**config.mk**
```make
export PLATFORM = sky130hd
export DESIGN_NAME = bsram_rmw_port
export DESIGN_NICKNAME = d
export VERILOG_FILES = /design/src/rtl/bsram_pkg.sv /design/src/rtl/bsram_byte_merge.sv /design/src/rtl/bsram_rmw_port.sv
export SDC_FILE = /design/constraint.sdc
export NUM_CORES = 1
export LEC_CHECK = 0
export CORE_MARGIN = 2
export CORE_UTILIZATION = 26
export DETAILED_ROUTE_END_ITERATION = 16
export PLACE_DENSITY = 0.82
export SETUP_SLACK_MARGIN = 0.5
export SYNTH_ARGS = -nofsm -noshare
export SYNTH_HDL_FRONTEND = slang
export SYNTH_SLANG_ARGS = --single-unit
```
**constraint.sdc**
```tcl
create_clock -name clock -period 1.3 [get_ports clock]
set_input_delay 0.13 -clock clock [delete_from_list [all_inputs] [get_ports clock]]
set_output_delay 0.13 -clock clock [all_outputs]
set_load 0.02 [all_outputs]
```
**src/rtl/bsram_pkg.sv**
```systemverilog
// Shared definitions for the block-RAM request front end and the cache write path.
package bsram_pkg;

    typedef enum logic [1:0] {
        IDLE      = 2'd0,
        RMW_READ  = 2'd1,
        RMW_WRITE = 2'd2
    } state_t;

    localparam int DATA_WIDTH_DEFAULT = 32;
    localparam int BYTES = DATA_WIDTH_DEFAULT / 8;
    localparam logic [BYTES-1:0] FULL_MASK = {BYTES{1'b1}};
    localparam logic [BYTES-1:0] ZERO_MASK = {BYTES{1'b0}};

endpackage

```
**src/rtl/bsram_byte_merge.sv**
```systemverilog
// Per-byte merge of a new word into an old word under a byte mask.
module bsram_byte_merge
    import bsram_pkg::*;
#(
    parameter int DATA_WIDTH = 32
) (
    input  logic [DATA_WIDTH-1:0]   old_word,
    input  logic [DATA_WIDTH-1:0]   new_word,
    input  logic [DATA_WIDTH/8-1:0] mask,
    output logic [DATA_WIDTH-1:0]   merged
);

    // Byte i takes the new byte when its mask bit is set.
    always_comb begin
        merged = old_word;
        for (int i = 0; i < DATA_WIDTH / 8; i++) begin
            if (mask[i]) begin
                merged[8*i +: 8] = new_word[8*i +: 8];
            end else begin
                merged[8*i +: 8] = old_word[8*i +: 8];
            end
        end
    end

endmodule

```
**src/rtl/bsram_rmw_port.sv**
```systemverilog
// Request front end for the same-cycle-read block RAM: reads, full writes, masked writes.
// Define BSRAM_RMW_PARTIAL_WRITE_EN to run masked writes as a two-cycle read-modify-write.
module bsram_rmw_port
    import bsram_pkg::*;
#(
    parameter int CORE       = 0,
    parameter int DATA_WIDTH = 32,
    parameter int ADDR_WIDTH = 8
) (
    input  logic                    clock,
    input  logic                    reset,
    input  logic                    req_valid,
    output logic                    req_ready,
    input  logic                    req_write,
    input  logic [ADDR_WIDTH-1:0]   req_address,
    input  logic [DATA_WIDTH-1:0]   req_data,
    input  logic [DATA_WIDTH/8-1:0] req_byte_en,
    output logic                    resp_valid,
    input  logic                    resp_ready,
    output logic [DATA_WIDTH-1:0]   resp_data,
    output logic                    mem_read_enable,
    output logic [ADDR_WIDTH-1:0]   mem_read_address,
    input  logic [DATA_WIDTH-1:0]   mem_read_data,
    output logic                    mem_write_enable,
    output logic [ADDR_WIDTH-1:0]   mem_write_address,
    output logic [DATA_WIDTH-1:0]   mem_write_data
);

    if ((DATA_WIDTH % 8 != 0) || (CORE < 0)) begin : g_param_check
        $error("bsram_rmw_port: DATA_WIDTH must be a multiple of 8 and CORE non-negative");
    end

    logic                  accept_s;
    logic                  load_resp_s;
    logic                  resp_valid_r;
    logic [DATA_WIDTH-1:0] resp_data_r;

    assign resp_valid = resp_valid_r;
    assign resp_data  = resp_data_r;

    // Response holding register: loads on an accepted read, clears on handshake.
    always_ff @(posedge clock or negedge reset) begin
        if (!reset) begin
            resp_valid_r <= 1'b0;
            resp_data_r  <= '0;
        end else if (load_resp_s) begin
            resp_valid_r <= 1'b1;
            resp_data_r  <= mem_read_data;
        end else if (resp_ready) begin
            resp_valid_r <= 1'b0;
        end
    end

`ifdef BSRAM_RMW_PARTIAL_WRITE_EN
    localparam int NUM_BYTES = DATA_WIDTH / 8;

    state_t                state_r;
    state_t                next_state_s;
    logic [ADDR_WIDTH-1:0] addr_r;
    logic [DATA_WIDTH-1:0] data_r;
    logic [DATA_WIDTH-1:0] old_word_r;
    logic [DATA_WIDTH-1:0] merged_s;
    logic [NUM_BYTES-1:0]  mask_r;
    logic                  latch_req_s;
    logic                  capture_old_s;

    assign req_ready = (state_r == IDLE) && (!resp_valid_r || resp_ready);
    // Gating with reset keeps the RAM ports quiet while reset is held.
    assign accept_s  = req_valid && req_ready && reset;

    bsram_byte_merge #(
        .DATA_WIDTH(DATA_WIDTH)
    ) u_merge (
        .old_word(old_word_r),
        .new_word(data_r),
        .mask    (mask_r),
        .merged  (merged_s)
    );

    // State register and the operands of a pending read-modify-write.
    always_ff @(posedge clock or negedge reset) begin
        if (!reset) begin
            state_r    <= IDLE;
            addr_r     <= '0;
            data_r     <= '0;
            mask_r     <= '0;
            old_word_r <= '0;
        end else begin
            state_r <= next_state_s;
            if (latch_req_s) begin
                addr_r <= req_address;
                data_r <= req_data;
                mask_r <= req_byte_en;
            end
            if (capture_old_s) begin
                old_word_r <= mem_read_data;
            end
        end
    end

    // Next state and RAM port drive.
    always_comb begin
        next_state_s      = state_r;
        latch_req_s       = 1'b0;
        capture_old_s     = 1'b0;
        load_resp_s       = 1'b0;
        mem_read_enable   = 1'b0;
        mem_read_address  = '0;
        mem_write_enable  = 1'b0;
        mem_write_address = '0;
        mem_write_data    = '0;
        case (state_r)
            IDLE: begin
                if (accept_s && !req_write) begin
                    mem_read_enable  = 1'b1;
                    mem_read_address = req_address;
                    load_resp_s      = 1'b1;
                end else if (accept_s && (&req_byte_en)) begin
                    mem_write_enable  = 1'b1;
                    mem_write_address = req_address;
                    mem_write_data    = req_data;
                end else if (accept_s && (|req_byte_en)) begin
                    latch_req_s  = 1'b1;
                    next_state_s = RMW_READ;
                end else begin
                    next_state_s = IDLE;
                end
            end
            RMW_READ: begin
                mem_read_enable  = 1'b1;
                mem_read_address = addr_r;
                capture_old_s    = 1'b1;
                next_state_s     = RMW_WRITE;
            end
            RMW_WRITE: begin
                mem_write_enable  = 1'b1;
                mem_write_address = addr_r;
                mem_write_data    = merged_s;
                next_state_s      = IDLE;
            end
            default: begin
                next_state_s = IDLE;
            end
        endcase
    end
`else
    logic unused_byte_en_s;

    assign unused_byte_en_s = ^req_byte_en;
    assign req_ready = !resp_valid_r || resp_ready;
    assign accept_s  = req_valid && req_ready && reset;

    // Every accepted write is a single-cycle full-word write.
    always_comb begin
        load_resp_s       = 1'b0;
        mem_read_enable   = 1'b0;
        mem_read_address  = '0;
        mem_write_enable  = 1'b0;
        mem_write_address = '0;
        mem_write_data    = '0;
        if (accept_s && req_write) begin
            mem_write_enable  = 1'b1;
            mem_write_address = req_address;
            mem_write_data    = req_data;
        end else if (accept_s) begin
            mem_read_enable  = 1'b1;
            mem_read_address = req_address;
            load_resp_s      = 1'b1;
        end else begin
            load_resp_s = 1'b0;
        end
    end
`endif

endmodule

```
==> impl_metrics.tcl, run 1 <==
set metrics [dict create \
    outcome "complete, but fails checks" \
    failed_checks "setup timing" \
    final_nets 391 \
    timing_max_transition_violations_final 0 \
    tightestPinTransition_ns 0.352 \
    clock_path_buffers 2 \
    synth-warning-count 0 \
    cpPeakStageDelay_ns 0.43 \
    clk_pin_slew_ns 0.07 \
    drt_pass1_iterations 4 \
    sw_frac_of_total_pct 30.5 \
    std_cell_rows 28 \
    postSynthRegisterBits 33 \
    routed_wl_um 5360 \
    postSynthCellCount 126 \
    dpl_worst_slack_ns -0.810 \
    leakagePower_nw 1.76 \
    ir_drop_mv 0.918 \
    largest_net_degree_at_the_start_of_global_routing 29 \
    tritoncts_num_sinks 33 \
    dp_hpwl_um 4220 \
    cp-end-kind "output pin" \
    grt.overflow.total 0 \
    most-common-layout-cells "87 x buf_6, 75 x clkdlybuf4s50_1, 39 x and2_2, 32 x dfrtp_1, 18 x buf_4" \
    detail_route.vias_per_cell 4.18 \
    clockPowerShare_pct 19.5 \
    setup_repair_after_global_routing_missed_its_margin "yes" \
    timing.critical_path.buf_inv 2 \
    port-buffer-count 160 \
    floorplan.die_area_mm2 0.00677 \
    core_mm2 0.00592 \
    synth.net_count 207 \
    maxCapViolCount 0 \
    drtIter0Drc 20 \
    flow.area_growth_from_synthesis_pct 139 \
    setup_ws_post_layout_ns -0.284 \
    floorplan.io_pins 165 \
    first_pass_grt_wire_length_um 7780 \
    postSynthAreaPerCell_um2 12.6 \
    cts_htree_levels 2 \
    critical_path.startpoint_type "flip-flop" \
    power_frac_seq_pct 36.7 \
    ys_seq_area_share_pct 51.8 \
    layout_commonest_cell "buf_6" \
    path_cells "nand2b_4 -> and4_4 -> buf_12 -> and2_2 -> buf_6" \
    clock_network_latency_to_the_later_pin_of_the_worst_skew_pair_ns 0.28 \
    cts-root-buf "clkbuf_8" \
    remaining_drc_errors 0 \
    post-route-period-util_pct 122 \
    pwr_density_cell_mw_per_mm2 1000 \
    antenna_left 0 \
    criticalPathCategory "flip-flop to output pin" \
    initial_core_util_pct 26.9 \
    hold_viol_final 0 \
    min-delay-path-class "input port to asynchronous set/reset pin" \
    max-slew-margin-rel_pct 76.6 \
    critical_path.slowest_cell "dfrtp_2" \
    track_usage_pct 15.4 \
    post_synth_num_cell_types 11 \
    wl_per_cell_um 13.9 \
    final.setup.tns_ns -20.50 \
    internal-power_mw 2.65 \
    antenna_cells 0 \
    gp_congestion 0.698 \
    critical_path.top_delay_family "simple AND/OR/NAND/NOR gates" \
    post_route_cells_drive_above_1_share_pct 64.6 \
    grt_antenna_before_repair 0 \
    cp.arrival_ns 1.45 \
    die_y_um 82.3 \
    die_w_um 82.3 \
    cts_tree "done" \
    first_global_vias 1593 \
    setup-violations-final 83 \
    timing.critical_path.fanout_max 27 \
    numCtsBuffers 5 \
    via_count 1615 \
    highest_clock_frequency_the_design_can_meet_mhz 631 \
    fin_worst_skew_ns 0.00276 \
    switching_power_mw 1.16 \
    timing.final.crit_period_ns 1.58 \
    combinational_group_share_of_total_power_pct 43.8 \
    crit_required_ns 1.17 \
    post_synth_instance_area_mm2 0.00159 \
]
-- layout make-up --
cell class                 instances  area (um^2)
clock buffer                       5         68.8
clock inverter                     3         17.5
fill                             470         2120
multi-input combinational         85          848
sequential                        33          827
tap                               75         93.8
timing repair buffer             185         1940
-- stage by stage --
stage / hold WS (ns) / instance area (um^2) / util, % / cells / total power, mW
CTS: 0.0902 / 3730 / 63.1 / 383 / 3.80
global placement: 0.489 / 3390 / 57.2 / 362 / 2.79
global route: 0.122 / 3800 / 64.2 / 386 / 4.01
finish: 0.0902 / 3800 / 64.2 / 386 / 3.81
floorplan: -0.166 / 1680 / - / 126 / 1.97
detailed placement: 0.495 / 3390 / 57.2 / 362 / 2.82
-- final timing paths --
check | to | start | cells after the start | slack (ns)
worst max-delay path | mem_write_data[25] | resp_valid | 5 | -0.28
max in group asynchronous | resp_valid | reset | 3 | 0.67
worst min-delay path | resp_data[23] | reset | 2 | 0.09
worst max register to register | resp_data[27] | resp_valid | 5 | -0.26
min in group clock | resp_valid | reset | 3 | 0.39
worst min register to register | resp_data[18] | resp_data[18] | 1 | 0.53
-- synthesized netlist by cell type, drive strengths merged --
library cell,number,area share (%)
o21ai,1,0.31
nor3b,1,1.2
nand2,1,0.24
nand2b,1,0.55
and2,48,19
clkbuf,3,0.71
mux2,32,23
buf,5,3.1
dfrtp,33,52
and4,1,0.55
-- registers in the layout, indices dropped and copies added (netlist names) --
| register | cells |
|---|---|
| resp_data | 32 |
| resp_valid | 1 |
-- metal layers --
layer / share of wire, % / track usage, % / wire length, um
met5: 0 / 0 / 0
met4: 0.58 / 4.00 / 31
met1: 34 / 15.2 / 1820
met3: 13 / 6.74 / 672
met2: 53 / 29.0 / 2840
-- cell families after synthesis --
family / Yosys count / synth area share (%)
simple gates: 52 / 21.4
flops: 33 / 51.8
mux: 32 / 22.6
buf+inv: 8 / 3.85
compound gates: 1 / 0.314
-- power groups by stage --
stage | logic [mW] | registers (mW) | clock network, mW
after CTS | 1.63 | 1.39 | 0.778
after floorplan | 0.340 | 1.63 | 0
after global routing | 1.76 | 1.42 | 0.827
after global placement | 1.43 | 1.36 | 0
after detailed placement | 1.45 | 1.37 | 0
final | 1.67 | 1.40 | 0.743
-- timing repair --
action,CTS,global route
setup buffers,11,3
gates resized for setup,518,16
cloned,1,0
hold buffers,1,0
hold endpoints to repair,5,0
endpoints found under the setup margin,117,117
Power figures use the tool's default switching activity.
==> run 2, diff against run 1 <==
--- a/config.mk
+++ b/config.mk
@@ -5,6 +5,7 @@
 export SDC_FILE = /design/constraint.sdc
 export NUM_CORES = 1
 export LEC_CHECK = 0
+export CAP_MARGIN = 25
 export CORE_MARGIN = 2
 export CORE_UTILIZATION = 26
 export DETAILED_ROUTE_END_ITERATION = 16
==> results of run 2 <==
Final layout, timing and power as in run 1 (identical DEF).
